`src/rtl/adder_sched_pkg.sv`:
```
// Shared types and sizing helpers for the multi-precision add scheduler.
package adder_sched_pkg;

    localparam int unsigned W_DEF      = 3;
    localparam int unsigned CHUNKS_DEF = 4;

    typedef enum logic [1:0] {
        IDLE = 2'd0,
        RUN  = 2'd1,
        DONE = 2'd2
    } state_e;

    // Chunk index width; never zero, so a single-chunk build still has a counter.
    function automatic int unsigned idx_width(input int unsigned n);
        return (n > 1) ? $clog2(n) : 1;
    endfunction

endpackage

```
`src/rtl/ripple_adder_w.sv`:
```
// W-bit ripple-carry adder; the single shared arithmetic resource of the scheduler.
module ripple_adder_w #(
    parameter int unsigned W = 3
) (
    input  logic [W-1:0] a,
    input  logic [W-1:0] b,
    input  logic         cin,
    output logic [W-1:0] s,
    output logic         cout
);

    logic [W:0] carry;

    assign carry[0] = cin;

    for (genvar i = 0; i < W; i++) begin : g_fa
        assign s[i]       = a[i] ^ b[i] ^ carry[i];
        assign carry[i+1] = (a[i] & b[i]) | (carry[i] & (a[i] ^ b[i]));
    end

    assign cout = carry[W];

endmodule

```
`src/rtl/ripple_add_sched.sv`:
```
// Two-requester multi-precision adder: round-robin arbitration, one W-bit chunk
// per cycle through a shared ripple adder, result returned over valid/ready.
module ripple_add_sched
    import adder_sched_pkg::*;
#(
    parameter int unsigned W      = W_DEF,
    parameter int unsigned CHUNKS = CHUNKS_DEF
) (
    input  logic                clk,
    input  logic                rst,
    input  logic                req0_valid,
    input  logic [W*CHUNKS-1:0] req0_a,
    input  logic [W*CHUNKS-1:0] req0_b,
    output logic                req0_ready,
    input  logic                req1_valid,
    input  logic [W*CHUNKS-1:0] req1_a,
    input  logic [W*CHUNKS-1:0] req1_b,
    output logic                req1_ready,
    output logic                res_valid,
    input  logic                res_ready,
    output logic [W*CHUNKS-1:0] res_sum,
    output logic                res_cout,
    output logic                res_id
);

    localparam int unsigned   N      = W * CHUNKS;
    localparam int unsigned   KW     = idx_width(CHUNKS);
    localparam logic [KW-1:0] K_LAST = KW'(CHUNKS - 1);

    state_e        state_q, state_d;
    logic          rr_q, rr_d;
    logic [KW-1:0] k_q, k_d;
    logic          c_q, c_d;
    logic [N-1:0]  a_q, a_d;
    logic [N-1:0]  b_q, b_d;
    logic [N-1:0]  sum_q, sum_d;
    logic          cout_q, cout_d;
    logic          id_q, id_d;
    logic          valid_q;

    logic          any_valid_c;
    logic          grant_c;
    logic [31:0]   base_c;
    logic [W-1:0]  add_a_c;
    logic [W-1:0]  add_b_c;
    logic [W-1:0]  add_s_c;
    logic          add_cout_c;

    // rr only decides under contention; a lone requester always wins.
    always_comb begin
        any_valid_c = req0_valid | req1_valid;
        grant_c     = (req0_valid && req1_valid) ? rr_q : req1_valid;
    end

    assign req0_ready = !rst && (state_q == IDLE) && req0_valid && !grant_c;
    assign req1_ready = !rst && (state_q == IDLE) && req1_valid &&  grant_c;

    always_comb begin
        base_c  = 32'(k_q) * W;
        add_a_c = a_q[base_c +: W];
        add_b_c = b_q[base_c +: W];
    end

    ripple_adder_w #(
        .W (W)
    ) u_adder (
        .a    (add_a_c),
        .b    (add_b_c),
        .cin  (c_q),
        .s    (add_s_c),
        .cout (add_cout_c)
    );

    // Next-state: accept in IDLE, one chunk per RUN cycle, hold result in DONE.
    always_comb begin
        state_d = state_q;
        rr_d    = rr_q;
        k_d     = k_q;
        c_d     = c_q;
        a_d     = a_q;
        b_d     = b_q;
        sum_d   = sum_q;
        cout_d  = cout_q;
        id_d    = id_q;

        case (state_q)
            IDLE: begin
                if (any_valid_c) begin
                    a_d     = grant_c ? req1_a : req0_a;
                    b_d     = grant_c ? req1_b : req0_b;
                    id_d    = grant_c;
                    k_d     = '0;
                    c_d     = 1'b0;
                    rr_d    = ~grant_c;
                    state_d = RUN;
                end
            end
            RUN: begin
                sum_d[base_c +: W] = add_s_c;
                c_d                = add_cout_c;
                k_d                = k_q + 1'b1;
                if (k_q == K_LAST) begin
                    cout_d  = add_cout_c;
                    k_d     = '0;
                    state_d = DONE;
                end
            end
            DONE: begin
                if (res_ready) begin
                    state_d = IDLE;
                end
            end
            default: begin
                state_d = IDLE;
            end
        endcase
    end

    always_ff @(posedge clk) begin
        if (rst) begin
            state_q <= IDLE;
            rr_q    <= 1'b0;
            k_q     <= '0;
            c_q     <= 1'b0;
            a_q     <= '0;
            b_q     <= '0;
            sum_q   <= '0;
            cout_q  <= 1'b0;
            id_q    <= 1'b0;
            valid_q <= 1'b0;
        end else begin
            state_q <= state_d;
            rr_q    <= rr_d;
            k_q     <= k_d;
            c_q     <= c_d;
            a_q     <= a_d;
            b_q     <= b_d;
            sum_q   <= sum_d;
            cout_q  <= cout_d;
            id_q    <= id_d;
            valid_q <= (state_d == DONE);
        end
    end

    assign res_valid = valid_q;
    assign res_sum   = sum_q;
    assign res_cout  = cout_q;
    assign res_id    = id_q;

endmodule
```
`config.mk`:
```
export PLATFORM = sky130hd
export DESIGN_NAME = ripple_add_sched
export DESIGN_NICKNAME = d
export VERILOG_FILES = /design/src/rtl/adder_sched_pkg.sv /design/src/rtl/ripple_adder_w.sv /design/src/rtl/ripple_add_sched.sv
export SDC_FILE = /design/constraint.sdc
export NUM_CORES = 1
export LEC_CHECK = 0
export CORE_ASPECT_RATIO = 1.25
export CORE_MARGIN = 2
export CORE_UTILIZATION = 47
export DETAILED_ROUTE_END_ITERATION = 12
export PLACE_DENSITY = 0.8
export REMOVE_ABC_BUFFERS = 1
export SYNTH_ARGS = -nofsm -noshare
export SYNTH_HDL_FRONTEND = slang
export SYNTH_SLANG_ARGS = --single-unit
```
`constraint.sdc`:
```
create_clock -name clk -period 3.79 [get_ports clk]
set_input_delay 0.758 -clock clk [delete_from_list [all_inputs] [get_ports clk]]
set_output_delay 0.758 -clock clk [all_outputs]
set_load 0.05 [all_outputs]
```
Word level (Yosys, flattened, before mapping). Cells that the tools add are included. Widths: inputs -> output; s select.

Output and inout port bits: 17. Register bits: 45.

Multipliers: 1. Add/subtract/negate cells: 2. Bitwise gates (word level): 17. Multiplexer cells: 13. Reduce and logical (&&, ||, !) cells: 13. Shifts and indexed selects: 4. Eq/ne operators: 5.

Operator list (count): $neg 4->34 (1); $shift 3x34->12 const A (1); $shiftx 3x34->12 (1); $mux 12 (2); $shiftx 12x5->3 (2); $bwmux 12 (1); $mux 2 (5); $and 1x1->1 (6); $eq 2x2->1 const B (3); $logic_and 1x1->1 (6); $pmux 2 s3 (1); $reduce_and 2->1 (3); $xor 1x1->1 (6); $mul 2x2->4 const B (1); $or 1x1->1 (4); $pmux 2 s2 (1); $add 2x1->2 const B (1); $eq 2x1->1 const B (1); $logic_not 1->1 (2); $logic_not 2->1 (1); $mux 1 (2); $ne 2x2->1 const B (1); $pmux 1 s2 (1); $reduce_bool 2->1 (1); $not 1->1 (1).

Depth between registers and ports, before layout. Gate-level depths: netlist of run 1.

Word-level depth: 10. Depth in mapped cells: 9.

Modules after synthesis. From an unflattened synthesis of run 1, not the netlist that was laid out.

Cell total of the unflattened synthesis: 260. Area total of the unflattened synthesis: 2303.5 µm².

Modules (own cells, without submodules): ripple_add_sched (instances 1, cells an instance 247, area each 2205.9 µm², sequential area each 900.9 µm²); ripple_adder_w (instances 1, cells an instance 13, area each 97.6 µm², sequential area each 0.0 µm²).

Worst setup path before layout of run 1. Ideal clock, no wire load.

Path type: in2out. Start: input port req1_valid. End: output port req1_ready. Setup slack: 0.689 ns. Cell stages on the path: 4. Required time: 3.032 ns. Data arrival time: 2.343 ns. Cell sequence: buf_4 -> clkbuf_1 -> nand2_1 -> nor3_1.

Longest elaborated chain between the ends: 3. Elaborated cells on any way between the ends: 4. Those cells by class: mux (1); reduce/logical (3).

Ends and longest elaborated chain: start, declared (line ripple_add_sched.sv:15) `input logic req1_valid,`; $logic_and 1x1->1 (line ripple_add_sched.sv:52) `grant_c = (req0_valid && req1_valid) ? rr_q : req1_valid;`; $mux 1 (line ripple_add_sched.sv:52); $logic_and 1x1->1 * (line ripple_add_sched.sv:56) `assign req1_ready = !rst && (state_q == IDLE) && req1_valid && grant_c;`; end, declared (line ripple_add_sched.sv:18) `output logic req1_ready,`.

Every way passes the cells marked *; elsewhere a longest branch is shown, timed or not.

Final worst setup path of run 1. Ends and elaborated chain as after synthesis.

==> results of run 1 <==
==> report_power, final <==
part	internal, mW	total (mW)	switching, mW
Combinational	0.139	0.290	0.152
Sequential	0.508	0.531	0.0227
Clock	0.145	0.303	0.158
Total	0.791	1.12	0.333
==> registers in the layout, summed over array words and instances, names as in the netlist <==
signal and flops:
res_id 1, state_q 2, b_q 12, res_sum 12
res_valid 1, k_q 2, a_q 12, c_q 1
rr_q 1, res_cout 1
==> area by class of cell <==
class                      instances  area (um2)
clock buffer                       7        86.3
fill                             438        1820
inverter                          12        45.0
multi-input combinational        182        1300
sequential                        45         901
tap                               62        77.6
timing repair buffer              74         736
==> cell families (layout without fill, tap and decap cells) <==
group	after synthesis	after routing	synth area share, %
buffers and inverters	39	93	7.56
and+or+nand+nor	69	69	16.9
AOI/OAI and AO/OA	98	98	26.4
DFF	45	45	37.8
adders and majority gates	9	9	5.67
muxes	6	6	5.67
==> cells in the mapped netlist, types with 4 or more instances <==
| cell | count | area, um2 |
|---|---|---|
| sky130_fd_sc_hd__a21oi_1 | 35 | 175 |
| sky130_fd_sc_hd__o32ai_1 | 6 | 52.6 |
| sky130_fd_sc_hd__buf_2 | 12 | 60.1 |
| sky130_fd_sc_hd__ha_1 | 6 | 75.1 |
| sky130_fd_sc_hd__buf_4 | 5 | 37.5 |
| sky130_fd_sc_hd__inv_1 | 12 | 45.0 |
| sky130_fd_sc_hd__mux4_2 | 6 | 135 |
| sky130_fd_sc_hd__o21ai_0 | 5 | 25.0 |
| sky130_fd_sc_hd__nor2_1 | 5 | 18.8 |
| sky130_fd_sc_hd__nand2_1 | 7 | 26.3 |
| sky130_fd_sc_hd__nand4_1 | 4 | 25.0 |
| sky130_fd_sc_hd__a311oi_1 | 25 | 219 |
| sky130_fd_sc_hd__nand2b_1 | 6 | 37.5 |
| sky130_fd_sc_hd__clkbuf_1 | 10 | 37.5 |
| sky130_fd_sc_hd__o21ai_1 | 20 | 100 |
| sky130_fd_sc_hd__nand3_1 | 27 | 135 |
| sky130_fd_sc_hd__dfxtp_1 | 45 | 901 |
==> layout by cell type (no fill, tap or decap), drive strengths merged <==
cell type and instances:
a21oi 35, a2bb2oi 1, a311oi 25, a32oi 3, and2 2, and2b 1, and3 1, and4bb 1
buf 7, clkbuf 7, clkdlybuf4s50 67, dfxtp 45, fa 3, ha 6, inv 12, mux4 6
nand2 7, nand2b 6, nand3 27, nand3b 3, nand4 4, nor2 8, nor2b 2, nor3 1
nor3b 2, o211ai 3, o21ai 25, o32ai 6, or2 2, or3 1, or3b 1
==> worst reg2reg max path: stages (launching register included) <==
cell                      delay, ps
sky130_fd_sc_hd__dfxtp_1        500
sky130_fd_sc_hd__mux4_2         570
sky130_fd_sc_hd__fa_1           420
sky130_fd_sc_hd__inv_1           80
sky130_fd_sc_hd__fa_1           160
sky130_fd_sc_hd__inv_1           60
sky130_fd_sc_hd__fa_1           530
sky130_fd_sc_hd__nand4_1        110
sky130_fd_sc_hd__a21oi_1        160
==> metal layers <==
layer	routed length, um	share of wire [%]	global-route usage, %
met3	259	4.7	5.26
met1	2240	40	26.2
met2	2960	53	36.8
met4	90	1.6	7.42
met5	0	0	0
==> how the worst max path moves through the flow <==
stage                     slack, ps       start  cells after the start          to
after detailed placement       1020  req1_valid                      5  req1_ready
final                          1010  req1_valid                      5  req1_ready
after CTS                      1010  req1_valid                      5  req1_ready
after global placement         1030  req1_valid                      5  req1_ready
after floorplan                 570  req0_valid                      3  req1_ready
after global routing            920  req1_valid                      5  req1_ready
==> through the flow <==
| stage | std cells | instance area [um2] | util, % | hold slack [ps] | power [mW] |
|---|---|---|---|---|---|
| 2_1_floorplan | 239 | 2250 | - | 449 | 0.705 |
| 3_3_place_gp | 375 | 3060 | 61.6 | 440 | 0.827 |
| 3_5_place_dp | 375 | 3060 | 61.6 | 445 | 0.833 |
| 4_1_cts | 382 | 3150 | 63.3 | 455 | 1.13 |
| 5_1_grt | 382 | 3150 | 63.3 | 479 | 1.19 |
| 6_report | 382 | 3150 | 63.3 | 453 | 1.12 |
==> results by group, run 1 <==
Run status
  • Outcome: finished clean

Placed design
  • Routability cong.: 0.832
  • Post-Place Worst Slack: 1020 ps
  • Hpwl dp: 3930 um
  • I/O Buffers: 69

Clocking
  • Number of clock sinks seen by CTS: 45
  • Latest clock arrival within the worst-skew pair: 300 ps
  • Clock tree from TritonCTS: done
  • Number of CTS-inserted buffers: 5
  • Number of buffers added to fix hold violations after cts: 0
  • Max H-tree Level: 2
  • Gates resized, CTS repair: 0
  • Maximum count of clock buffers along a single path: 2
  • Root buffer cell: sky130_fd_sc_hd__clkbuf_8
  • Clock-pin slew on the worst setup and hold paths: 80 ps
  • Setup repair bufs after CTS: 0

GRT
  • Number of antenna violations at the first check in global routing: 0
  • Total global-route track usage: 21.8%
  • Maximum number of pins on one net before global-route repair: 50
  • Grt ovf: 0
  • Number of global-route vias before repair: 2147
  • First-pass GRT wire length: 9670 um

Setup path
  • Count of buffer and inverter cells on the critical path: 3
  • Maximum fanout count along the critical path: 16
  • Reg-to-Reg End: res_sum[5]
  • Number of cell instances on the worst register-to-register path: 8
  • Slack of the worst reg-to-reg path: 1130 ps
  • Source of the worst register-to-register timing path: k_q[0]
  • Cell class contributing the biggest share of worst-path delay: buffers and inverters
  • Worst path required time: 3030 ps
  • Critical Path Source Type: input port
  • Endpoint arrival time on the critical path: 2020 ps
  • Cell chain of the critical path: clkdlybuf4s50_1, buf_4, nand2_1, nor3_1, buf_12
  • Crit Path Category: input port to primary output
  • Category of the worst setup path capture point: primary output
  • Slowest cell delay on critical path: 460 ps
  • Cell at the slowest stage of the critical path: sky130_fd_sc_hd__clkdlybuf4s50_1

Routing
  • Routed via count: 2215
  • Remaining DRCs: 0
  • Detail-routed via count per cell: 5.80
  • Routed Wire Length: 5550 um
  • Iter 0 DRT Violations: 156
  • Post-DR wirelength/cell: 14.5 um
  • Pre-Repair DR Iteration Count: 4
  • Number of routed nets with antenna violations: 0

Final layout
  • Number of nets in the layout: 382
  • Ant diodes: 0
  • Share of cells above drive strength 1: 7.19%
  • Area growth syn-to-layout: 32.1%

Yosys
  • Post-synthesis cell type count: 35
  • Seq/Total Area, Yosys: 37.8%
  • Area of the mapped netlist: 0.00238 mm2
  • Prevailing post-synth register cell: sky130_fd_sc_hd__dfxtp_1
  • Post-synth EDFFs: 0
  • Share of synthesized flip-flops with an asynchronous set or reset: 0%
  • Post-synthesis instance total: 266
  • Number of synthesized register bits: 45
  • Mean instance size in the synthesized netlist: 8.96 um2
  • Number of warnings reported in the yosys synthesis log: 0

STA
  • Hold Vio Cnt, Final: 0
  • Normalized max-slew margin: 43.2%
  • Setup-violating endpoint count in the final report: 0
  • Slack of the critical path: 1010 ps
  • Peak clock frequency supported by timing: 0.360 GHz
  • Period utilization: 73.2%
  • Clock Skews: 4.43 ps
  • Count of final max-slew check failures: 0
  • Final Critical Period: 2780 ps
  • Worst-Margin Slew: 852 ps
  • RSZ-0062 raised after global routing: false
  • Sum of negative setup slack: 0 ps

Die
  • Std cell rows: 29
  • Die Ht: 83.6 um
  • Placeable core region: 0.00497 mm2
  • Chip Width: 67.7 um
  • IO Pins: 70
  • Effective utilization at floorplan: 47.9%
  • Floorplan die area: 0.00566 mm2

Power
  • Total power divided by cell area: 357 mW/mm2
  • Static power due to leakage: 1.08 nW
  • Worst ir drop on vdd: 0.187 mV

Hold path
  • Class of the tightest hold or removal check: register to register
  • Hold Path Depth: 2
  • Worst Min Path Start: res_sum[4]
  • Endpoint of the worst hold-timing path: res_sum[4]

Run
  • Count of max-cap constraint violations: 0
No activity file was read; power rests on OpenSTA's default activity.
==> run 2: changes to the inputs <==
- clock period: 3.79 -> 2.7 ns (I/O delays scaled with it)
==> results by group, run 2 (same netlist as run 1, synthesis figures left out) <==
Run status
  • Outcome: finished clean

Clocking
  • Setup repair bufs after CTS: 0 (unchanged)
  • Root buffer cell: sky130_fd_sc_hd__clkbuf_8
  • Maximum count of clock buffers along a single path: 2 (unchanged)
  • Number of buffers added to fix hold violations after cts: 0 (unchanged)
  • Gates resized, CTS repair: 0 (unchanged)
  • Clock tree from TritonCTS: done
  • Clock-pin slew on the worst setup and hold paths: 80 ps (about the same)
  • Latest clock arrival within the worst-skew pair: 310 ps (about the same)
  • Number of clock sinks seen by CTS: 45 (unchanged)
  • Number of CTS-inserted buffers: 5 (unchanged)
  • Max H-tree Level: 2 (unchanged)

Setup path
  • Crit path capture: res_sum[5]
  • Category of the worst setup path capture point: register
  • Reg-to-Reg End: res_sum[5]
  • Critical Path Source Type: register
  • Maximum fanout count along the critical path: 5 (-11)
  • Number of cell instances on the worst register-to-register path: 8 (unchanged)
  • Worst path required time: 2940 ps (-90 ps)
  • Endpoint arrival time on the critical path: 2800 ps (+780 ps)
  • Crit Path Category: register to register
  • Source of the worst register-to-register timing path: k_q[0]
  • Slack of the worst reg-to-reg path: 140 ps (-990 ps)
  • Critical path launch point: k_q[0]

Final layout
  • Number of nets in the layout: 387 (+1.3%)
  • Final core area utilization: 64.4% (+1.1 points)
  • Share of cells above drive strength 1: 9.20% (+2.0 points)
  • Leading cell types in the layout, fill and taps excluded: sky130_fd_sc_hd__clkdlybuf4s50_1, sky130_fd_sc_hd__dfxtp_1, sky130_fd_sc_hd__a21oi_1
  • Area growth syn-to-layout: 34.3%
  • Area taken by multi-input logic gates: 0.00130 mm2 (unchanged)
  • Ant diodes: 0 (unchanged)
  • Most common library cell in the layout ignoring fill and taps: sky130_fd_sc_hd__clkdlybuf4s50_1
  • Sequential standard cell area: 901 um2 (unchanged)
  • Number of fillers in the final layout: 454 (+3.7%)
  • Final cell count without fillers: 388 (+1.6%)

Hold path
  • Worst Min Path Start: res_sum[3]
  • Class of the tightest hold or removal check: register to register

Die
  • IO Pins: 70 (unchanged)
  • Chip Width: 67.7 um (unchanged)
  • Die Ht: 83.6 um (unchanged)
  • Placeable core region: 0.00497 mm2 (unchanged)
  • Floorplan die area: 0.00566 mm2 (unchanged)
  • Effective utilization at floorplan: 47.9% (unchanged)
  • Std cell rows: 29 (unchanged)

Power
  • Net switching component of the power: 0.479 mW (+44%)
  • Total power divided by cell area: 507 mW/mm2 (+42%)
  • Sequential power share: 46.0% (-1.2 points)
  • Clock Power Share: 28.4% (+1.5 points)
  • Static power due to leakage: 1.12 nW (+3.2%)
  • Combinational cell fraction of total power: 25.7% (about the same)
  • Worst ir drop on vdd: 0.321 mV (+72%)
  • Internal Pwr Total: 1.14 mW (+45%)
  • Fraction of power spent switching nets: 29.5% (-0.093 points)

Routing
  • Detail-routed via count per cell: 5.86 (+1.0%)
  • Post-DR wirelength/cell: 15.2 um (+4.7%)
  • Routed via count: 2273 (+2.6%)
  • Routed Wire Length: 5900 um (+6.3%)
  • Number of routed nets with antenna violations: 0 (unchanged)
  • Pre-Repair DR Iteration Count: 4 (unchanged)
  • Iter 0 DRT Violations: 149 (-4.5%)
  • Remaining DRCs: 0 (unchanged)

Placed design
  • Inst Count DP: 380 (+1.3%)
  • Post-Place Worst Slack: 143 ps (-872 ps)
  • Routability cong.: 0.845 (+1.6%)
  • Hpwl dp: 4310 um (+9.6%)
  • I/O Buffers: 69 (unchanged)

STA
  • WHS: 456 ps (+2.20 ps)
  • Setup-violating endpoint count in the final report: 0 (unchanged)
  • RSZ-0062 raised after global routing: false
  • Normalized max-slew margin: 59.5% (+16 points)
  • Worst-Margin Slew: 605 ps (-247 ps)
  • Slack of the critical path: 140 ps (-875 ps)
  • Clock Skews: 7.68 ps (+3.25 ps)
  • Count of final max-slew check failures: 0 (unchanged)
  • Final Critical Period: 2560 ps
  • Peak clock frequency supported by timing: 0.391 GHz
  • Sum of negative setup slack: 0 ps (unchanged)
  • Hold Vio Cnt, Final: 0 (unchanged)
  • Period utilization: 94.8%

GRT
  • First-pass GRT wire length: 10200 um (+5.6%)
  • Maximum number of pins on one net before global-route repair: 50 (unchanged)
  • Number of global-route vias before repair: 2290 (+6.7%)
  • Number of antenna violations at the first check in global routing: 0 (unchanged)
  • Total global-route track usage: 23.3% (+1.6 points)
  • Grt ovf: 0 (unchanged)

Run
  • Count of max-cap constraint violations: 0 (unchanged)
-- run 2: worst min path at each step --
| stage | to | slack, ps | depth (start not counted) |
|---|---|---|---|
| finish | res_sum[3] | 460 | 2 |
| CTS | res_sum[3] | 460 | 2 |
| floorplan | rr_q | 450 | 1 |
| global route | res_sum[3] | 480 | 2 |
| global placement | res_sum[3] | 440 | 2 |
| detailed placement | res_sum[3] | 450 | 2 |
-- run 2: cell type report --
class	instances	share of cell area, %
inverters	12	1.41
repair buffers	79	24.2
multi-input cells	182	40.7
flip-flops and latches	45	28.2
clock buffers	7	3.01
clock inverters	1	0.156
well taps	62	2.42
-- run 2: per-layer routing --
metal / global-route usage, % / up-vias / share of wire, %
li1: - / 1122 / -
met1: 26.9 / 1054 / 40
met2: 39.9 / 80 / 52
met3: 5.67 / 17 / 5.2
met4: 9.46 / 0 / 2.8
met5: 0 / - / 0
-- run 2: worst max-delay path, stage by stage (launching register included) --
cell and delay [ps]:
sky130_fd_sc_hd__dfxtp_1 460, sky130_fd_sc_hd__mux4_2 560, sky130_fd_sc_hd__fa_1 400, sky130_fd_sc_hd__inv_1 70, sky130_fd_sc_hd__fa_1 160, sky130_fd_sc_hd__inv_1 50
sky130_fd_sc_hd__fa_1 530, sky130_fd_sc_hd__nand4_1 100, sky130_fd_sc_hd__a21oi_1 170
-- run 2: power groups by stage --
| stage | clock network (mW) | logic, mW | registers, mW |
|---|---|---|---|
| final | 0.460 | 0.417 | 0.746 |
| after floorplan | 0 | 0.216 | 0.773 |
| after CTS | 0.459 | 0.419 | 0.746 |
| after global routing | 0.487 | 0.458 | 0.752 |
| after global placement | 0 | 0.408 | 0.759 |
| after detailed placement | 0 | 0.416 | 0.761 |
-- run 2: per-stage QoR --
step	area, um2	power, mW
finish	3200	1.62
global route	3200	1.70
floorplan	2250	0.990
CTS	3200	1.62
detailed placement	3100	1.18
global placement	3100	1.17
